==> config.mk <==
export PLATFORM = sky130hd
export DESIGN_NAME = oam_dma_ctrl
export DESIGN_NICKNAME = d
export VERILOG_FILES = /design/src/rtl/oam_dma_ctrl.sv
export SDC_FILE = /design/constraint.sdc
export NUM_CORES = 1
export LEC_CHECK = 0
export ABC_CLOCK_PERIOD_IN_PS = 1890
export CORE_MARGIN = 1
export CORE_UTILIZATION = 42
export DETAILED_ROUTE_END_ITERATION = 10
export GPL_ROUTABILITY_DRIVEN = 0
export GPL_TIMING_DRIVEN = 1
export PLACE_DENSITY = 0.77
export SLEW_MARGIN = 20
export SYNTH_ARGS = -nofsm -noshare
export SYNTH_HDL_FRONTEND = slang
export SYNTH_SLANG_ARGS = --single-unit
==> constraint.sdc <==
create_clock -name clk -period 1.89 [get_ports clk]
set_input_delay 0.2835 -clock clk [delete_from_list [all_inputs] [get_ports clk]]
set_output_delay 0.2835 -clock clk [all_outputs]
set_load 0.02 [all_outputs]
==> src/rtl/oam_dma_ctrl.sv <==
// oam_dma_ctrl: OAM DMA bus sequencer between the 6502 core and the shared memory/IO bus.
// Passes CPU cycles through while idle. A CPU write to DMA_REG_ADDR halts the CPU and
// copies one page ({page,00}..{page,XFER_LEN-1}) to OAM_DATA_ADDR, one read+write per byte.
// Optional: define OAM_DMA_PARITY_ALIGN_EN to insert an ALIGN cycle when the halt lands on an odd cycle.
// Ports:
//   clk, reset_n       clock (posedge) and asynchronous active-low reset
//   cpu_ab/do/we       CPU address, write data, write enable
//   cpu_rdy            CPU RDY, low while the DMA owns the bus
//   bus_ab/do/we       address, write data, write enable to memory/IO
//   bus_di             combinational read data from memory/IO
//   dma_busy           high while the DMA owns the bus
module oam_dma_ctrl #(
    parameter logic [15:0] DMA_REG_ADDR  = 16'h4014,
    parameter logic [15:0] OAM_DATA_ADDR = 16'h2004,
    parameter int          XFER_LEN      = 256
) (
    input  logic        clk,
    input  logic        reset_n,
    input  logic [15:0] cpu_ab,
    input  logic [7:0]  cpu_do,
    input  logic        cpu_we,
    output logic        cpu_rdy,
    output logic [15:0] bus_ab,
    output logic [7:0]  bus_do,
    output logic        bus_we,
    input  logic [7:0]  bus_di,
    output logic        dma_busy
);
    typedef enum logic [2:0] {IDLE, HALT, ALIGN, READ, WRITE} state_t;

    localparam logic [7:0] LAST_IDX = 8'(XFER_LEN - 1);

    state_t     state, state_nxt;
    logic [7:0] page, idx, data;
    logic       trig;

    assign trig     = (state == IDLE) && cpu_we && (cpu_ab == DMA_REG_ADDR);
    assign cpu_rdy  = (state == IDLE);
    assign dma_busy = ~cpu_rdy;

`ifdef OAM_DMA_PARITY_ALIGN_EN
    // Free-running cycle parity; 1 on odd cycles since reset release.
    logic parity;
    always_ff @(posedge clk or negedge reset_n)
        if (!reset_n) parity <= 1'b0;
        else          parity <= ~parity;
`endif

    always_ff @(posedge clk or negedge reset_n)
        if (!reset_n) state <= IDLE;
        else          state <= state_nxt;

    always_comb begin
        state_nxt = state;
        bus_ab    = cpu_ab;
        bus_do    = cpu_do;
        bus_we    = cpu_we;
        case (state)
            IDLE:  state_nxt = trig ? HALT : IDLE;
            // HALT/ALIGN: CPU address stays on the bus as a harmless dummy read.
            HALT: begin
                bus_we = 1'b0;
`ifdef OAM_DMA_PARITY_ALIGN_EN
                state_nxt = parity ? ALIGN : READ;
`else
                state_nxt = READ;
`endif
            end
            ALIGN: begin
                bus_we    = 1'b0;
                state_nxt = READ;
            end
            READ: begin
                bus_ab    = {page, idx};
                bus_we    = 1'b0;
                state_nxt = WRITE;
            end
            WRITE: begin
                bus_ab    = OAM_DATA_ADDR;
                bus_do    = data;
                bus_we    = 1'b1;
                state_nxt = (idx == LAST_IDX) ? IDLE : READ;
            end
            default: state_nxt = IDLE;
        endcase
    end

    always_ff @(posedge clk or negedge reset_n)
        if (!reset_n) begin
            page <= 8'h00;
            idx  <= 8'h00;
            data <= 8'h00;
        end else begin
            if (trig) begin
                page <= cpu_do;
                idx  <= 8'h00;
            end
            if (state == READ)  data <= bus_di;
            // 8-bit wrap keeps the source inside the page.
            if (state == WRITE) idx <= idx + 8'd1;
        end
endmodule

==> impl_metrics.env <==
export IMPL_status="finished with violations"
export IMPL_violations="negative setup slack"
export IMPL_initial_core_util_pct=44.2
export IMPL_post_drt_via_cell_ratio=5.30
export IMPL_synth_xor_area_share_pct=1.18
export IMPL_synth_area_per_cell_um2=10.1
export IMPL_yosysTopAreaCell="dfrtp_1"
export IMPL_fin_crit_sh_pct=102
export IMPL_yosys_area_share_simple_pct=20.6
export IMPL_clk_latency_ps=320
export IMPL_track_usage_pct=22.7
export IMPL_crit_arrival_ps=1640
export IMPL_yosys_top_cells_area="dfrtp_1, mux2_2, a22o_1"
export IMPL_ys_warn_count=0
export IMPL_grt_pass1_vias=1357
export IMPL_drt_iter0_markers=96
export IMPL_start_kind="flop"
export IMPL_fin_hold_ws_ps=323
export IMPL_die_area_um2=3780
export IMPL_cts_tree="done"
export IMPL_numCtsBuffers=3
export IMPL_path_max_fanout=11
export IMPL_firstDrtPassIters=4
export IMPL_yosysUniqueCellTypes=33
export IMPL_synth_edff_count=0
export IMPL_pin_count=62
export IMPL_netlist_instances=147
export IMPL_end_kind="primary output"
export IMPL_die_w_um=61.5
export IMPL_cts_hold_buf=0
export IMPL_rr_startpoint="state[0]"
export IMPL_grt_max_degree=28
export IMPL_clock_skew_ps=4.14
export IMPL_fin_nets=273
export IMPL_ant_nets=0
export IMPL_dpl_hpwl_mm=3.06
export IMPL_num_antenna_cells=0
export IMPL_syn_num_nets=183
export IMPL_fmax_mhz=521
export IMPL_ir_worst_vdd_mv=0.780
export IMPL_grt_pass1_wl_mm=6.37
export IMPL_crit_start="state[0]"
export IMPL_synthMuxAreaShare_pct=14.1
export IMPL_portBuffers=61
export IMPL_clockBufferDepth=2
export IMPL_cap_violations=0
export IMPL_placed_cells=269
export IMPL_rows=21
export IMPL_maxSlewHeadroom_pct=70.3
export IMPL_crit_end="bus_do[4]"
export IMPL_synth_async_reset_ratio_pct=100
export IMPL_final_max_slew_viol_count=0
export IMPL_grt_antenna_before_repair=0
export IMPL_setup_viol=9
export IMPL_worstSetupPathType="reg -> out"
export IMPL_powerDensity_nw_per_um2=1370
export IMPL_rsz0062_at_grt="yes"
export IMPL_rr_endpoint="idx[7]"
export IMPL_routed_wl_mm=4.27
export IMPL_hold_class="in -> async"
export IMPL_finalNonFillerCells=282
export IMPL_die_h_um=61.5
export IMPL_ys_seq_area_share_pct=45.4
export IMPL_netlist_area_leader_share_pct=45.4
export IMPL_synth_flop_cell="dfrtp_1"
export IMPL_htree_levels=1
export IMPL_setup_slack_ps=-29.2
export IMPL_worstMarginPinSlew_ps=445
export IMPL_synth_compound_area_share_pct=14.3
export IMPL_r2r_slack_ps=-20
export IMPL_required_ps=1610
export IMPL_synth_adder_area_share_pct=1.51
export IMPL_wl_per_cell_um=15.1
export IMPL_dr_total_vias=1495
export IMPL_synth_top_family_by_area="simple AND/OR/NAND/NOR gates"
export IMPL_core_area_um2=3360
export IMPL_grt_overflow=0
export IMPL_r2r_cells=6
export IMPL_synth_seq_cells=27
export IMPL_clk_pin_slew_worst_paths_ps=140
export IMPL_period_needed_ps=1920
export IMPL_layout_drive_gt1_share_pct=36.4
export IMPL_drc_errors=0
export IMPL_synth_area_um2=1490
export IMPL_power_leakage_nw=1.14
export IMPL_root_buffer="clkbuf_4"
export IMPL_hold_viol_final=0
export IMPL_area_growth_syn_to_layout_pct=64.2
export IMPL_cts_sinks=27
per-stage QoR:
step	utilization (%)	power [mW]	area (µm²)	setup TNS (ps)	setup WS (ps)
detailed placement	68.2	2.91	2290	-3550	-207
CTS	66.3	2.99	2230	-45.6	-39.8
global placement	68.2	2.86	2290	-2980	-159
finish	72.6	3.34	2440	-168	-29.2
global route	72.6	3.55	2440	-2180	-125
floorplan	-	1.97	1490	0	33.8
registers in the layout, summed over array words and instances (netlist names):
register / flops
data: 8
state: 3
idx: 8
page: 8
worst min path at each step:
| stage | start | end | slack [ps] |
|---|---|---|---|
| after floorplan | reset_n | data[0] | -10 |
| after global placement | page[4] | page[4] | 470 |
| after detailed placement | data[7] | data[7] | 500 |
| after CTS | reset_n | idx[5] | 330 |
| after global routing | reset_n | idx[7] | 350 |
| final | reset_n | idx[7] | 320 |
report_power, final:
part	internal, mW	switching, mW
clock network	0.0826	0.166
logic	1.08	0.996
registers	0.789	0.227
total	1.95	1.39
cell type report:
type	count	area, µm²
fill	262	921
timing repair buffer	92	855
multi-input combinational	112	821
sequential	27	679
tap	46	57.6
clock buffer	4	26.3
inverter	1	3.75
cell families after synthesis:
family,Yosys count
buffers and inverters,8
multiplexers,19
AND/OR/NAND/NOR,59
flip-flops,27
AO/OA/AOI/OAI,30
XOR/XNOR,2
adder cells (fa/ha/maj),2
placed cells by master (no fill, tap or decap), types with 10 or more instances in the layout:
| cell type | instances |
|---|---|
| mux2_2 | 11 |
| buf_6 | 20 |
| nand2_1 | 31 |
| buf_2 | 11 |
| clkdlybuf4s50_1 | 34 |
| buf_4 | 24 |
| dfrtp_1 | 24 |
| o21ai_0 | 10 |
| a22o_1 | 14 |
timing repair:
item                                   in CTS  in global routing
endpoints found under the hold margin       0                  0
gates cloned                                0                  1
pin swaps                                   0                  2
gates resized for setup                   107                 47
buffers inserted                            3                  6
setup endpoints to repair                  28                 38
synthesized netlist by cell type, types with 2 or more instances:
library cell   n
nor4b_1        2
dfrtp_1       27
nor2b_1        2
a22o_1        14
mux2_2        14
buf_2          4
mux2i_1        3
or3b_1         2
nor2_1         4
clkbuf_1       2
nand4_1        2
xnor2_1        2
nand2_1       32
nor3b_1        3
o211ai_1       4
and3_1         2
o21ai_0       10
mux2_1         2
nand3_1        2
metal layers:
| layer | part of all wire (%) | vias up | track usage (%) |
|---|---|---|---|
| li1 | - | 706 | - |
| met1 | 44 | 719 | 31.5 |
| met2 | 50 | 66 | 37.8 |
| met3 | 5.4 | 4 | 2.73 |
| met4 | 0.68 | 0 | 5.40 |
| met5 | 0 | - | 0 |
worst max-delay path, stage by stage, from the launching register on:
cell and delay, ps:
dfrtp_2 470, or3b_1 400, buf_6 160, nand2_1 70, nand2_1 60, buf_2 150
Note: power is estimated with default switching activity, not from simulation.
